==> config.mk <==
export PLATFORM = sky130hd
export DESIGN_NAME = alu_issue
export DESIGN_NICKNAME = d
export VERILOG_FILES = /design/src/rtl/alu_issue_pkg.sv /design/src/rtl/alu_issue_banco_reg.sv /design/src/rtl/alu_issue.sv
export SDC_FILE = /design/constraint.sdc
export NUM_CORES = 1
export LEC_CHECK = 0
export ABC_AREA = 1
export CAP_MARGIN = 20
export CELL_PAD_IN_SITES_DETAIL_PLACEMENT = 1
export CELL_PAD_IN_SITES_GLOBAL_PLACEMENT = 1
export CORE_MARGIN = 5
export CORE_UTILIZATION = 30
export DETAILED_ROUTE_END_ITERATION = 10
export PLACE_DENSITY_LB_ADDON = 0.15
export SLEW_MARGIN = 20
export SYNTH_ARGS = -nofsm -noshare
export SYNTH_HDL_FRONTEND = slang
export SYNTH_SLANG_ARGS = --single-unit
export TNS_END_PERCENT = 100
==> constraint.sdc <==
create_clock -name i_clk -period 18.5 [get_ports i_clk]
set_input_delay 2.775 -clock i_clk [delete_from_list [all_inputs] [get_ports i_clk]]
set_output_delay 2.775 -clock i_clk [all_outputs]
set_load 0.02 [all_outputs]
==> src/rtl/alu_issue_pkg.sv <==
`default_nettype none
// ============================================================================
//  Module      : alu_issue_pkg
//  Description : Shared constants for the ALU issue block: default data
//                width, ALU operation encodings and FSM state encoding.
//  Revision    : 1.0  initial release
// ============================================================================
package alu_issue_pkg;

    // Default data width of registers and ALU operands
    localparam int C_N = 16;

    // ALU operation encodings driven on o_alu_ctrl
    localparam logic [1:0] C_OP_SUMA    = 2'b00;
    localparam logic [1:0] C_OP_SHIFT_D = 2'b01;
    localparam logic [1:0] C_OP_RESTA   = 2'b10;
    localparam logic [1:0] C_OP_SHIFT_I = 2'b11;

    // Issue FSM states
    typedef enum logic [1:0] {
        ST_IDLE  = 2'd0,
        ST_READ  = 2'd1,
        ST_EXEC  = 2'd2,
        ST_WRITE = 2'd3
    } state_t;

endpackage
`default_nettype wire

==> src/rtl/alu_issue_banco_reg.sv <==
`default_nettype none
// ============================================================================
//  Module      : banco_reg
//  Description : Register file with one synchronous write port, two
//                combinational operand read ports and a combinational debug
//                read port. All registers clear on reset.
//  Revision    : 1.0  initial release
// ============================================================================
module banco_reg
    import alu_issue_pkg::*;
#(
    parameter  int N    = C_N,
    parameter  int NREG = 8,
    localparam int AW   = $clog2(NREG)
) (
    input  logic          i_clk,
    input  logic          i_reset,
    input  logic          i_we,
    input  logic [AW-1:0] i_wa,
    input  logic [N-1:0]  i_wd,
    input  logic [AW-1:0] i_ra0,
    input  logic [AW-1:0] i_ra1,
    input  logic [AW-1:0] i_dbg_sel,
    output logic [N-1:0]  o_rd0,
    output logic [N-1:0]  o_rd1,
    output logic [N-1:0]  o_dbg_data
);

    logic [N-1:0] r_mem [NREG];

    // Register storage: async clear, write on the rising edge when enabled
    always_ff @(posedge i_clk or posedge i_reset) begin
        if (i_reset) begin
            for (int i = 0; i < NREG; i++) begin
                r_mem[i] <= '0;
            end
        end else if (i_we) begin
            r_mem[i_wa] <= i_wd;
        end
    end

    assign o_rd0      = r_mem[i_ra0];
    assign o_rd1      = r_mem[i_ra1];
    assign o_dbg_data = r_mem[i_dbg_sel];

endmodule
`default_nettype wire

==> src/rtl/alu_issue.sv <==
`default_nettype none
// ============================================================================
//  Module      : alu_issue
//  Description : Single-issue sequencer for an external combinational ALU.
//                Accepts load-immediate or ALU instructions, reads operands,
//                presents them to the ALU, latches the result and flags and
//                writes the destination register.
//  Revision    : 1.0  initial release
// ============================================================================
module alu_issue
    import alu_issue_pkg::*;
#(
    parameter  int N    = C_N,
    parameter  int NREG = 8,
    localparam int AW   = $clog2(NREG)
) (
    input  logic          i_clk,
    input  logic          i_reset,
    input  logic          i_valid,
    output logic          o_ready,
    input  logic          i_ld,
    input  logic [N-1:0]  i_imm,
    input  logic [1:0]    i_op,
    input  logic [AW-1:0] i_rd,
    input  logic [AW-1:0] i_ra,
    input  logic [AW-1:0] i_rb,
    output logic [N-1:0]  o_alu_a,
    output logic [N-1:0]  o_alu_b,
    output logic [1:0]    o_alu_ctrl,
    input  logic [N-1:0]  i_alu_q,
    input  logic          i_alu_mayor,
    input  logic          i_alu_paridad,
    output logic          o_mayor,
    output logic          o_paridad,
    output logic          o_done,
    input  logic [AW-1:0] i_dbg_sel,
    output logic [N-1:0]  o_dbg_data
);

    state_t        r_state;
    state_t        w_state_nxt;
    logic          w_ready;
    logic          w_done;
    logic          w_we;

    // Captured instruction fields
    logic          r_ld;
    logic [N-1:0]  r_imm;
    logic [1:0]    r_op;
    logic [AW-1:0] r_rd;
    logic [AW-1:0] r_ra;
    logic [AW-1:0] r_rb;

    // Operand latches; these drive the ALU directly so its inputs only
    // change on the edge entering EXEC and otherwise hold steady
    logic [N-1:0]  r_opa;
    logic [N-1:0]  r_opb;
    logic [1:0]    r_ctrl;

    // ALU result captured leaving EXEC, committed in WRITE
    logic [N-1:0]  r_q;
    logic          r_res_mayor;
    logic          r_res_paridad;
    logic          r_mayor;
    logic          r_paridad;

    logic [N-1:0]  w_rda;
    logic [N-1:0]  w_rdb;
    logic [N-1:0]  w_wd;

    assign w_wd = r_ld ? r_imm : r_q;

    banco_reg #(
        .N    (N),
        .NREG (NREG)
    ) u_banco_reg (
        .i_clk      (i_clk),
        .i_reset    (i_reset),
        .i_we       (w_we),
        .i_wa       (r_rd),
        .i_wd       (w_wd),
        .i_ra0      (r_ra),
        .i_ra1      (r_rb),
        .i_dbg_sel  (i_dbg_sel),
        .o_rd0      (w_rda),
        .o_rd1      (w_rdb),
        .o_dbg_data (o_dbg_data)
    );

    // State register
    always_ff @(posedge i_clk or posedge i_reset) begin
        if (i_reset) begin
            r_state <= ST_IDLE;
        end else begin
            r_state <= w_state_nxt;
        end
    end

    // Next-state and per-state control outputs
    always_comb begin
        w_state_nxt = r_state;
        w_ready     = 1'b0;
        w_done      = 1'b0;
        w_we        = 1'b0;
        case (r_state)
            ST_IDLE: begin
                w_ready = 1'b1;
                if (i_valid) begin
                    w_state_nxt = i_ld ? ST_WRITE : ST_READ;
                end
            end
            ST_READ:  w_state_nxt = ST_EXEC;
            ST_EXEC:  w_state_nxt = ST_WRITE;
            ST_WRITE: begin
                w_done      = 1'b1;
                w_we        = 1'b1;
                w_state_nxt = ST_IDLE;
            end
            default:  w_state_nxt = ST_IDLE;
        endcase
    end

    // Datapath: capture, operand read, result latch and flag commit
    always_ff @(posedge i_clk or posedge i_reset) begin
        if (i_reset) begin
            r_ld          <= 1'b0;
            r_imm         <= '0;
            r_op          <= '0;
            r_rd          <= '0;
            r_ra          <= '0;
            r_rb          <= '0;
            r_opa         <= '0;
            r_opb         <= '0;
            r_ctrl        <= '0;
            r_q           <= '0;
            r_res_mayor   <= 1'b0;
            r_res_paridad <= 1'b0;
            r_mayor       <= 1'b0;
            r_paridad     <= 1'b0;
        end else begin
            case (r_state)
                ST_IDLE: begin
                    if (i_valid) begin
                        r_ld  <= i_ld;
                        r_imm <= i_imm;
                        r_op  <= i_op;
                        r_rd  <= i_rd;
                        r_ra  <= i_ra;
                        r_rb  <= i_rb;
                    end
                end
                ST_READ: begin
                    r_opa  <= w_rda;
                    r_opb  <= w_rdb;
                    r_ctrl <= r_op;
                end
                ST_EXEC: begin
                    r_q           <= i_alu_q;
                    r_res_mayor   <= i_alu_mayor;
                    r_res_paridad <= i_alu_paridad;
                end
                ST_WRITE: begin
                    // Loads leave the flags of the previous ALU operation
                    if (!r_ld) begin
                        r_mayor   <= r_res_mayor;
                        r_paridad <= r_res_paridad;
                    end
                end
                default: ;
            endcase
        end
    end

    assign o_ready    = w_ready;
    assign o_done     = w_done;
    assign o_alu_a    = r_opa;
    assign o_alu_b    = r_opb;
    assign o_alu_ctrl = r_ctrl;
    assign o_mayor    = r_mayor;
    assign o_paridad  = r_paridad;

endmodule
`default_nettype wire

==> summary.md, run 1 <==
| Metric | Value |
|---|---|
| Synth Net Count | `around 1,700` |
| Fin crit share | `46.72%` |
| Worst EP required | `15,730 ps` |
| Area share of the largest cell type after synthesis | `44.23%` |
| Share of cells above drive strength 1 | `under 10%` |
| Unrepaired setup endpoints after global routing | `no` |
| Final Max Slew Viols | `0` |
| Clk slew on worst S/H paths | `approximately 60 ps` |
| Max-Cap Viols | `0` |
| Post-CTS Setup Bufs | `0` |
| Commonest cells after routing, fill and taps aside | `nand2_1 (579), nand3_1 (224), dfrtp_1 (209)` |
| Crit path max fanout | `65` |
| Sink Count | `between 200 and 250` |
| Gr usage total | `20.88%` |
| Routed WL | `46,020 um` |
| Final hold violation count | `0` |
| Number of global-route vias before repair | `11,840` |
| Main area contributors after synthesis | `dfrtp_1 (44%), nand2_1 (18%), nand3_1 (9.3%)` |
| Crit path from | `i_dbg_sel[0]` |
| First-pass GRT wire length | `72,050 um` |
| Primary FF master, synth | `dfrtp_1` |
| Synth Register Bits | `212` |
| Via count | `roughly 11,000` |
| Sequential area share after synthesis | `44.23%` |
| Dpl hpwl | `slightly below 30,000 um` |
| Starting DRT DRC Count | `665` |
| Final min period | `8644 ps` |
| Diode count | `0` |
| Die area | `0.04408 mm2` |
| Largest net degree at the start of global routing | `97` |
| Yosys top cell by area | `dfrtp_1` |
| Setup tns final | `0 ps` |
| Async S/R FF share, synth | `100.0%` |
| CTS tree | `built` |
| FF-to-FF setup slack | `15,720 ps` |
| Die height | `210.0 um` |
| Post-Place Setup Slack | `~10,000 ps` |
| CTS Buf Count | `28` |
| Final setup margin | `9856 ps` |
| Critical R2R Launch | `r_rb[0]$_DFFE_PP0P_` |
| Placed cell area | `about 0.013 mm2` |
| Skew final | `8.649 ps` |
| Worst reg-to-reg path cell count | `8` |
| Worst Path Arrival | `5870 ps` |
| Leakage | `6.714 nW` |
| IO Pins | `between 100 and 150` |
| Status | `complete, no violations` |
| Crit Path Category | `in -> out` |
| Reg2reg end | `o_alu_b[11]$_DFFE_PP0N_` |
| GRT overflow | `0` |
| # H-tree levels | `1` |
| Crit-path cells | `buf_2 > buf_4 > clkinv_2 > a21oi_1 > o21ai_0 > nand2_1 > nand2_1 > nand2_1 > clkdlybuf4s50_1` |
| First-pass DRT Iterations | `5` |
| CP endpoint | `o_dbg_data[14]` |
| CP dominant cell by count | `nand2_1` |
| GP Congestion | `~0.79` |
| Hold Path Class | `reg -> reg` |
| FP Rows | `73` |
| CP Launch Type | `primary input` |
| CP endpoint kind | `primary output` |
| Wire per inst | `20.62 um` |
| Hold wc startpoint | `r_op[0]$_DFFE_PP0P_` |
| CTS root buffer | `clkbuf_16` |
| Worst-Margin Slew | `1088 ps` |
| Total power | `2.661 mW` |
| Vias per cell | `4.977` |
| Final Hold Slack | `475.5 ps` |
| Ys Warns | `0` |
| Number of port buffers | `105` |
| Peak Freq | `115.7 MHz` |
| Max clock buf depth | `3` |
| Commonest non-fill, non-tap cell in the layout | `nand2_1` |
| Setup-failing EPs final | `0` |
| DIE WIDTH | `210.0 um` |
| Fillers | `4,888` |
| CP max stage cell | `clkinv_2` |
| Placed insts | `2,179` |
| Post-CTS resize count | `0` |
| Synthesized area per cell | `between 7 and 8 um2` |
| P&R area growth vs syn | `18.28%` |
| Fin area | `0.01419 mm2` |
| Initial cell density of the core | `30.26%` |
| Cell area after synthesis | `0.01199 mm2` |
| Nets | `1,742` |
| Initial antenna violation count | `0` |
| Max rail drop VDD | `0.07739 mV` |
| Synth Instances | `~1,600` |
| Rel. slew slack | `26.99%` |
| Unique cell type count in the Yosys netlist | `23` |
| Final core occ | `35.79%` |
| EDFF count, synth | `0` |
| ANT nets after route | `0` |
| Later-pin clock latency in the skew report | `560 ps` |
| Fin cells | `2,232` |
| CTS hold repair buffers | `0` |
| Core area | `0.03964 mm2` |
| CP max stage delay | `960 ps` |
| DR DRC count | `0` |
| P per Cell Area | `187.6 mW/mm2` |
## cells in the mapped netlist, types with 5 or more instances
library cell	count
buf_6	8
buf_4	23
inv_1	161
a21oi_1	73
nor2_1	9
clkbuf_1	22
nor2_4	8
o21ai_4	12
mux2_2	18
buf_2	57
nand3_1	224
o21ai_1	38
o21ai_2	10
nand2_1	579
ha_1	5
o21ai_0	172
dfrtp_1	212
## report_power, final
group / switching [mW] / internal (mW) / total (mW)
registers: 0.0856 / 0.665 / 0.751
clock network: 0.217 / 0.354 / 0.570
logic: 0.924 / 0.416 / 1.34
## sequential cells by signal, summed over array words and instances (netlist names)
register,count
r_rd,3
o_alu_a,16
o_alu_b,16
r_rb,3
o_mayor,1
r_q,16
r_res_paridad,1
r_ra,3
r_imm,16
u_banco_reg.r_mem,128
o_alu_ctrl,2
r_op,2
r_ld,1
r_state,2
r_res_mayor,1
o_paridad,1
## metal layers
| layer | track usage [%] | wire (um) | up-vias |
|---|---|---|---|
| li1 | - | - | 5337 |
| met1 | 28.85 | 21640 | 5476 |
| met2 | 34.06 | 20890 | 233 |
| met3 | 3.319 | 2162 | 63 |
| met4 | 6.076 | 1326 | 0 |
| met5 | 0 | 0 | - |
## critical path: cells and delay by family
kind	cells	cell delay, ps
buffers and inverters	4	2230
AOI/OAI and AO/OA	2	500
and+or+nand+nor	3	290
## how the worst min path moves through the flow
stage | endpoint | slack [ps] | depth (start not counted)
finish | o_alu_ctrl[0]$_DFFE_PP0N_ | 480 | 2
CTS | o_alu_ctrl[0]$_DFFE_PP0N_ | 480 | 2
detailed placement | o_alu_ctrl[0]$_DFFE_PP0N_ | 470 | 2
global route | o_alu_ctrl[0]$_DFFE_PP0N_ | 510 | 2
floorplan | o_alu_ctrl[0]$_DFFE_PP0N_ | 440 | 2
global placement | o_alu_ctrl[0]$_DFFE_PP0N_ | 460 | 2
## final cells by class
cell class | instances | area (um2) | area share, %
Multi-Input combinational cell | 1151 | 5413 | 38.15
Clock inverter | 11 | 155.1 | 1.094
Inverter | 165 | 628.1 | 4.428
Tap cell | 525 | 656.9 | 4.630
Timing Repair Buffer | 127 | 1224 | 8.626
Clock buffer | 41 | 800.8 | 5.645
Sequential cell | 212 | 5309 | 37.42
## kinds of logic after synthesis
family                   synth area share, %
multiplexers                           1.690
AND/OR/NAND/NOR                        28.69
buffers and inverters                  10.64
flip-flops                             44.23
AO/OA/AOI/OAI                          14.23
adder cells (fa/ha/maj)               0.5216
No activity file was read; power rests on OpenSTA's default activity.
==> run 2: changes to the inputs <==
- clock period: 18.5 -> 8.3 ns (I/O delays scaled with it)
==> summary.md, run 2 (synthesis gave the netlist of run 1 again) <==
| Metric | Value |
|---|---|
| Starting DRT DRC Count | `733 (+10%)` |
| Worst EP required | `7050 ps (-8680 ps)` |
| ANT nets after route | `0 (unchanged)` |
| Placed insts | `2,178 (-0.046%)` |
| Register area | `0.005309 mm2 (unchanged)` |
| Dpl hpwl | `28,610 um (-1.0%)` |
| Via count | `11,160 (+0.49%)` |
| P_int | `3.117 mW (+120%)` |
| IO Pins | `106 (unchanged)` |
| First-pass DRT Iterations | `5 (unchanged)` |
| Diode count | `0 (unchanged)` |
| Peak Freq | `182.4 MHz` |
| Number of global-route vias before repair | `11,660 (-1.6%)` |
| Rel. slew slack | `26.86% (-0.12 points)` |
| Fillers | `4,934 (+0.94%)` |
| Commonest non-fill, non-tap cell in the layout | `nand2_1` |
| Initial cell density of the core | `30.26% (unchanged)` |
| Switching Power | `2.719 mW (+120%)` |
| CP max stage cell | `clkinv_2` |
| Sink Count | `212 (unchanged)` |
| Largest Register | `u_banco_reg.r_mem` |
| P per Cell Area | `413.9 mW/mm2 (+120%)` |
| Post-CTS resize count | `0 (unchanged)` |
| Setup-failing EPs final | `0 (unchanged)` |
| Multi-input logic area | `0.005413 mm2 (unchanged)` |
| Final core occ | `35.57% (-0.22 points)` |
| Nets | `1,739 (-0.17%)` |
| CTS root buffer | `clkbuf_16` |
| Max clock buf depth | `3 (unchanged)` |
| Core area | `0.03964 mm2 (unchanged)` |
| Number of port buffers | `105 (unchanged)` |
| First-pass GRT wire length | `70,930 um (-1.6%)` |
| Final hold violation count | `0 (unchanged)` |
| GP Congestion | `0.7876 (+0.27%)` |
| Max reg flops | `128 (unchanged)` |
| Skew final | `8.940 ps (+0.2911 ps)` |
| Status | `complete, no violations` |
| DR DRC count | `0 (unchanged)` |
| Gr busiest metal | `met2` |
| CP Launch Type | `primary input` |
| Commonest cells after routing, fill and taps aside | `nand2_1 (579), nand3_1 (224), dfrtp_1 (209)` |
| Final Max Slew Viols | `0 (unchanged)` |
| Vias per cell | `5.013 (+0.71%)` |
| Met2 global-route usage | `33.24% (-0.83 points)` |
| FP Rows | `73 (unchanged)` |
| Die height | `210.0 um (unchanged)` |
| Switch share | `46.59% (+0.50 points)` |
| Clk pwr share | `20.2% (-1.2 points)` |
| # H-tree levels | `1 (unchanged)` |
| Setup tns final | `0 ps (unchanged)` |
| Combinational share of power | `51.1% (+0.7 points)` |
| Crit-path cells | `buf_2 > buf_4 > clkinv_2 > a21oi_1 > o21ai_0 > nand2_1 > nand2_1 > nand2_1 > clkdlybuf4s50_1` |
| Wire per inst | `20.45 um (-0.80%)` |
| Initial antenna violation count | `0 (unchanged)` |
| Clk slew on worst S/H paths | `60 ps (about the same)` |
| Die area | `0.04408 mm2 (unchanged)` |
| DIE WIDTH | `210.0 um (unchanged)` |
| Sequential share of power | `28.7% (+0.5 points)` |
| Met3 Use GR | `2.977% (-0.34 points)` |
| Final Hold Slack | `472.4 ps (-3.023 ps)` |
| Later-pin clock latency in the skew report | `550 ps (about the same)` |
| Post-CTS Setup Bufs | `0 (unchanged)` |
| CTS hold repair buffers | `0 (unchanged)` |
| Fin crit share | `66.05%` |
| CP endpoint kind | `primary output` |
| Fin cells | `2,227 (-0.22%)` |
| Leakage | `6.669 nW (-0.66%)` |
| Met1 usage | `28.71% (-0.14 points)` |
| Hold Path Class | `reg -> reg` |
| CP max stage delay | `900 ps (-60 ps)` |
| Crit path max fanout | `65 (unchanged)` |
| CP dominant cell by count | `nand2_1` |
| Gr usage total | `20.55% (-0.33 points)` |
| Unrepaired setup endpoints after global routing | `no` |
| Final min period | `roughly 5500 ps` |
| Worst-Margin Slew | `1094 ps (+6.559 ps)` |
| GRT overflow | `0 (unchanged)` |
| Worst Path Arrival | `4240 ps (-1630 ps)` |
| Crit Path Category | `in -> out` |
| Largest net degree at the start of global routing | `118 (+22%)` |
| Share of cells above drive strength 1 | `6.992% (-0.21 points)` |
| Max-Cap Viols | `0 (unchanged)` |
| CTS Buf Count | `27 (-3.6%)` |
| CTS tree | `built` |
| Max rail drop VDD | `0.2220 mV (+190%)` |
| P&R area growth vs syn | `17.55%` |
| Routed WL | `45,550 um (-1.0%)` |
## run 2: path summary, 6_finish.rpt
| kind | depth (start not counted) | end | slack, ps | from |
|---|---|---|---|---|
| min in group asynchronous | 2 | u_banco_reg.r_mem[21]$_DFFE_PP0P_ | 1190 | i_reset |
| worst max register to register | 8 | o_alu_b[13]$_DFFE_PP0N_ | 5540 | r_rb[0]$_DFFE_PP0P_ |
| max in group asynchronous | 3 | r_ld$_DFFE_PP0P_ | 5960 | i_reset |
| worst max-delay path | 9 | o_dbg_data[1] | 2820 | i_dbg_sel[0] |
| worst min register to register | 2 | o_alu_ctrl[0]$_DFFE_PP0N_ | 470 | r_op[0]$_DFFE_PP0P_ |
| worst min-delay path | 2 | o_alu_ctrl[0]$_DFFE_PP0N_ | 470 | r_op[0]$_DFFE_PP0P_ |
## run 2: final cells by class
type	count	share of cell area [%]
Clock buffer	44	5.884
Clock inverter	5	0.3816
Inverter	165	4.455
Multi-Input combinational cell	1151	38.39
Sequential cell	212	37.66
Tap cell	525	4.659
Timing Repair Buffer	125	8.573
## run 2: routing by layer
metal / up-vias / share of wire [%]
li1: 5336 / -
met1: 5514 / 47
met2: 247 / 45
met3: 66 / 4.4
met4: 0 / 3.1
met5: - / 0
## run 2: metrics by stage
step | instance area (um2) | power (mW) | setup slack, ps
final | 14100 | 5.835 | 2818
after global routing | 14100 | 6.314 | 2538
after CTS | 14100 | 5.913 | 3195
after detailed placement | 13210 | 4.698 | 3207
after global placement | 13210 | 4.631 | 3253
after floorplan | 11990 | 3.675 | 1261
## run 2: power by group through the flow
stage / Combinational, mW / Clock [mW] / Sequential (mW)
finish: 2.98 / 1.18 / 1.67
global route: 3.33 / 1.26 / 1.72
CTS: 3.02 / 1.21 / 1.68
detailed placement: 3.01 / 0 / 1.69
global placement: 2.95 / 0 / 1.68
floorplan: 1.95 / 0 / 1.73
## run 2: worst max-delay path: cells and delay by family
family	cells	cell delay, ps
compound gates	2	480
simple gates	3	300
buf+inv	4	2140
